==> src/rtl/sample_extend_arbiter.sv <==
// ============================================================================
// Module   : sample_extend_arbiter
// Purpose  : Round-robin arbiter feeding one registered sign-extension stage.
// Revision : 1.0
// ============================================================================
`default_nettype none

module sample_extend_arbiter #(
  parameter int NCHAN    = 4,
  parameter int CHAN_WID = 2,
  parameter int IN_WID   = 18,
  parameter int OUT_WID  = 24
) (
  input  logic                    clk,
  input  logic                    rst_L,
  input  logic [NCHAN-1:0]        req,
  input  logic [NCHAN*IN_WID-1:0] in_data,
  output logic [NCHAN-1:0]        ack,
  output logic                    out_valid,
  input  logic                    out_ready,
  output logic [OUT_WID-1:0]      out_data,
  output logic [CHAN_WID-1:0]     out_chan
);

  typedef enum logic [1:0] {
    S_IDLE  = 2'd0,
    S_VALID = 2'd1,
    S_ACK   = 2'd2
  } state_t;

  localparam logic [CHAN_WID-1:0] c_LAST_INIT = CHAN_WID'(NCHAN - 1);

  state_t              r_state;
  state_t              w_state_nxt;
  logic [CHAN_WID-1:0] r_last;
  logic [CHAN_WID-1:0] r_chan;
  logic [OUT_WID-1:0]  r_data;
  logic                r_valid;
  logic [NCHAN-1:0]    r_ack;

  logic                w_found;
  logic [CHAN_WID-1:0] w_sel;
  logic [IN_WID-1:0]   w_sample;
  logic [OUT_WID-1:0]  w_sext;
  logic [NCHAN-1:0]    w_chan_onehot;

  // Scan starts one past the last winner, so the previous grantee has lowest priority.
  always_comb begin
    w_found = 1'b0;
    w_sel   = '0;
    for (int i = 1; i <= NCHAN; i++) begin
      if (!w_found && req[(int'(r_last) + i) % NCHAN]) begin
        w_found = 1'b1;
        w_sel   = CHAN_WID'((int'(r_last) + i) % NCHAN);
      end
    end
  end

  assign w_sample      = in_data[int'(w_sel)*IN_WID +: IN_WID];
  assign w_sext        = {{(OUT_WID-IN_WID){w_sample[IN_WID-1]}}, w_sample};
  assign w_chan_onehot = NCHAN'(1) << r_chan;

  always_ff @(posedge clk or negedge rst_L) begin
    if (!rst_L) begin
      r_state <= S_IDLE;
    end else begin
      r_state <= w_state_nxt;
    end
  end

  always_comb begin
    w_state_nxt = r_state;
    unique case (r_state)
      S_IDLE:  if (w_found)       w_state_nxt = S_VALID;
      S_VALID: if (out_ready)     w_state_nxt = S_ACK;
      S_ACK:   if (!req[r_chan])  w_state_nxt = S_IDLE;
      default:                    w_state_nxt = S_IDLE;
    endcase
  end

  always_ff @(posedge clk or negedge rst_L) begin
    if (!rst_L) begin
      r_last  <= c_LAST_INIT;
      r_chan  <= '0;
      r_data  <= '0;
      r_valid <= 1'b0;
      r_ack   <= '0;
    end else begin
      unique case (r_state)
        S_IDLE: begin
          if (w_found) begin
            r_data  <= w_sext;
            r_chan  <= w_sel;
            r_last  <= w_sel;
            r_valid <= 1'b1;
          end
        end
        S_VALID: begin
          if (out_ready) begin
            r_valid <= 1'b0;
            r_ack   <= w_chan_onehot;
          end
        end
        S_ACK: begin
          if (!req[r_chan]) begin
            r_ack <= '0;
          end
        end
        default: begin
          r_valid <= 1'b0;
          r_ack   <= '0;
        end
      endcase
    end
  end

  assign ack       = r_ack;
  assign out_valid = r_valid;
  assign out_data  = r_data;
  assign out_chan  = r_chan;

endmodule

`default_nettype wire

==> config.mk <==
export PLATFORM = sky130hd
export DESIGN_NAME = sample_extend_arbiter
export DESIGN_NICKNAME = d
export VERILOG_FILES = /design/src/rtl/sample_extend_arbiter.sv
export SDC_FILE = /design/constraint.sdc
export NUM_CORES = 1
export LEC_CHECK = 0
export CAP_MARGIN = 20
export CELL_PAD_IN_SITES_DETAIL_PLACEMENT = 1
export CELL_PAD_IN_SITES_GLOBAL_PLACEMENT = 1
export CORE_MARGIN = 10
export CORE_UTILIZATION = 28
export CTS_BUF_LIST = sky130_fd_sc_hd__clkbuf_16
export DETAILED_ROUTE_END_ITERATION = 6
export HOLD_SLACK_MARGIN = 0.03
export PLACE_DENSITY_LB_ADDON = 0.1
export SYNTH_ARGS = -nofsm -noshare
export SYNTH_HDL_FRONTEND = slang
export SYNTH_SLANG_ARGS = --single-unit
==> constraint.sdc <==
create_clock -name clk -period 5.2 [get_ports clk]
set_input_delay 1.3 -clock clk [delete_from_list [all_inputs] [get_ports clk]]
set_output_delay 1.3 -clock clk [all_outputs]
set_load 0.02 [all_outputs]
==> results.sh <==
export IMPL_status="finished clean"
export IMPL_diodes=0
export IMPL_cts_resized=0
export IMPL_leakagePower_nw=1.28
export IMPL_ys_async_sr_fraction=1.00
export IMPL_ys_ff_latch=29
export IMPL_hold_slack_ns=0.482
export IMPL_dp_hpwl_mm=5.21
export IMPL_clkLatencyLatePin_ns=0.27
export IMPL_hold_viol_final=0
export IMPL_numPortBuffers=109
export IMPL_wl_mm=6.50
export IMPL_cts_root_buf="clkbuf_16"
export IMPL_detailedRoute_firstIterationViolations=34
export IMPL_tns_ns=0
export IMPL_min_delay_start="out_data[5]"
export IMPL_dr_pass1_iters=4
export IMPL_start_util=0.292
export IMPL_ys_seq_area_frac=0.416
export IMPL_worstReg2RegStart="r_last[1]"
export IMPL_slew_viol_final=0
export IMPL_syn2layout_area_growth_pct=69.1
export IMPL_post_route_period_util=0.659
export IMPL_tritoncts="built"
export IMPL_clk_pin_slew_ns=0.05
export IMPL_setup_worst_path_end_class="register"
export IMPL_std_cell_rows=28
export IMPL_vias=1698
export IMPL_wl_per_cell_um=18.8
export IMPL_crit_required_ns=5.31
export IMPL_cts_buffer_depth=2
export IMPL_grt_usage=0.129
export IMPL_fmax_mhz=292
export IMPL_synth_avg_cell_area_um2=10.4
export IMPL_grt_pass1_wl_mm=10.4
export IMPL_finalSetupViolations=0
export IMPL_cts_setup_buffers=0
export IMPL_antenna_left=0
export IMPL_yosysUniqueCellTypes=33
export IMPL_drive_gt1_frac=0.0517
export IMPL_synth_nets=247
export IMPL_r2r_slack_ns=2.92
export IMPL_period_needed_ns=3.42
export IMPL_synthTopCellsByArea="dfrtp_1 (39%), mux2i_1 (21%), o221ai_1 (9.0%)"
export IMPL_synth_area_leader_cell="dfrtp_1"
export IMPL_critPathMaxStageDelay_ns=0.63
export IMPL_place_congestion=0.733
export IMPL_ir_drop_uv=266
export IMPL_max_slew_margin=0.508
export IMPL_critPathKind="in2reg"
export IMPL_grt_max_degree=37
export IMPL_crit_chain="clkdlybuf4s50_1, nor4_2, or3_1, buf_4, or2_1, o221ai_1"
export IMPL_syn_area_mm2=0.00175
export IMPL_dieWidth_um=99.1
export IMPL_start_kind="primary input"
export IMPL_rsz0062_at_grt="no"
export IMPL_synth_main_ff_cell="dfrtp_1"
export IMPL_drcViolationCount=0
export IMPL_powerDensity_mw_per_mm2=541
export IMPL_synth_cells=168
export IMPL_worstHoldPathType="reg2reg"
export IMPL_fp_coreArea_mm2=0.00599
export IMPL_io_pins=110
export IMPL_yosysWarnings=0
export IMPL_cts_buffers=5
export IMPL_cap_violations=0
export IMPL_dieArea_mm2=0.00982
export IMPL_synth_edff_count=0
export IMPL_antenna_found_initial=0
export IMPL_rr_endpoint="out_data[0]"
export IMPL_ctsHtreeMaxLevel=2
export IMPL_hold_path_depth=2
export IMPL_grt_pass1_vias=1927
export IMPL_whs_endpoint="out_data[5]"
export IMPL_clock_sinks=29
export IMPL_synth_top_cell_area_share=0.386
export IMPL_ff2ff_path_depth=6
export IMPL_final_setup_skew_ns=0.00354
export IMPL_cp_arrival_ns=3.53
export IMPL_final_nets=349
export IMPL_crit_slowest_cell="or2_1"
export IMPL_hold_buffers=0
export IMPL_avgViaCountPerCell=4.91
export IMPL_overflow=0
export IMPL_fp_dieH_um=99.1
export IMPL_tightest_slew_ns=0.738
export IMPL_critPathMaxFanout=23
Yosys cell counts (3+ instances only):
cell type,instances
inv_1,4
buf_2,3
dfrtp_1,27
o21ai_0,3
mux2i_1,37
nor2_1,7
buf_6,5
a211oi_1,3
buf_4,6
nand2_1,28
o221ai_1,18
placed cells by master (no fill, tap or decap), types with 2 or more instances in the layout:
cell / count
clkdlybuf4s50_1: 109
mux2i_1: 37
nand2_1: 28
dfrtp_1: 27
o221ai_1: 18
inv_1: 7
nor2_1: 7
clkbuf_16: 5
a211oi_1: 3
o21ai_0: 3
buf_4: 3
a21oi_1: 2
o22ai_1: 2
nand3b_1: 2
dfstp_2: 2
how the worst max path moves through the flow:
stage / from / endpoint / slack (ns) / cells after the start
after floorplan: req[3] / out_data[0] / 2.73 / 6
after global placement: req[3] / out_data[10] / 1.54 / 6
after detailed placement: req[3] / out_data[11] / 1.42 / 6
after CTS: req[3] / out_data[10] / 1.71 / 6
after global routing: req[3] / out_data[10] / 1.46 / 6
final: req[3] / out_data[10] / 1.78 / 6
where the power goes:
part,internal (mW),switching [mW]
combinational,0.436,0.465
sequential,0.345,0.0955
clock,0.171,0.0904
total,0.952,0.651
registers in the layout (all words and copies together) (netlist names):
register   count
out_chan       2
out_data      18
r_state        2
out_valid      1
ack            4
r_last         2
worst max-delay path: cells and delay by family:
family / cells / cell delay [ns]
AO/OA/AOI/OAI: 1 / 0.23
buffers and inverters: 2 / 0.76
AND/OR/NAND/NOR: 3 / 1.24
cell families after synthesis:
group	Yosys count	synth area share
muxes	38	0.224
and+or+nand+nor	46	0.121
DFF	29	0.416
AOI/OAI and AO/OA	34	0.151
buffers and inverters	21	0.0878
layout make-up:
class,instances,area [um2]
Sequential cell,29,728
Clock inverter,3,11.3
Clock buffer,5,125
Fill cell,680,3030
Tap cell,75,93.8
Multi-Input combinational cell,118,876
Timing Repair Buffer,112,1110
Inverter,4,15.0
routing by layer:
layer	part of all wire	GRT usage
met1	0.44	0.155
met5	0	0
met2	0.47	0.214
met3	0.083	0.0512
met4	0.0071	0.0265
metrics by stage:
step | instance area [um2] | total power, mW | worst slack, ns | instances | util
2_1_floorplan | 1750 | 1.01 | 2.73 | 168 | -
3_3_place_gp | 2830 | 1.35 | 1.54 | 338 | 0.472
5_1_grt | 2960 | 1.73 | 1.46 | 346 | 0.495
6_report | 2960 | 1.60 | 1.78 | 346 | 0.495
3_5_place_dp | 2830 | 1.37 | 1.42 | 338 | 0.472
4_1_cts | 2960 | 1.63 | 1.71 | 346 | 0.495
Note: power is estimated with default switching activity, not from simulation.
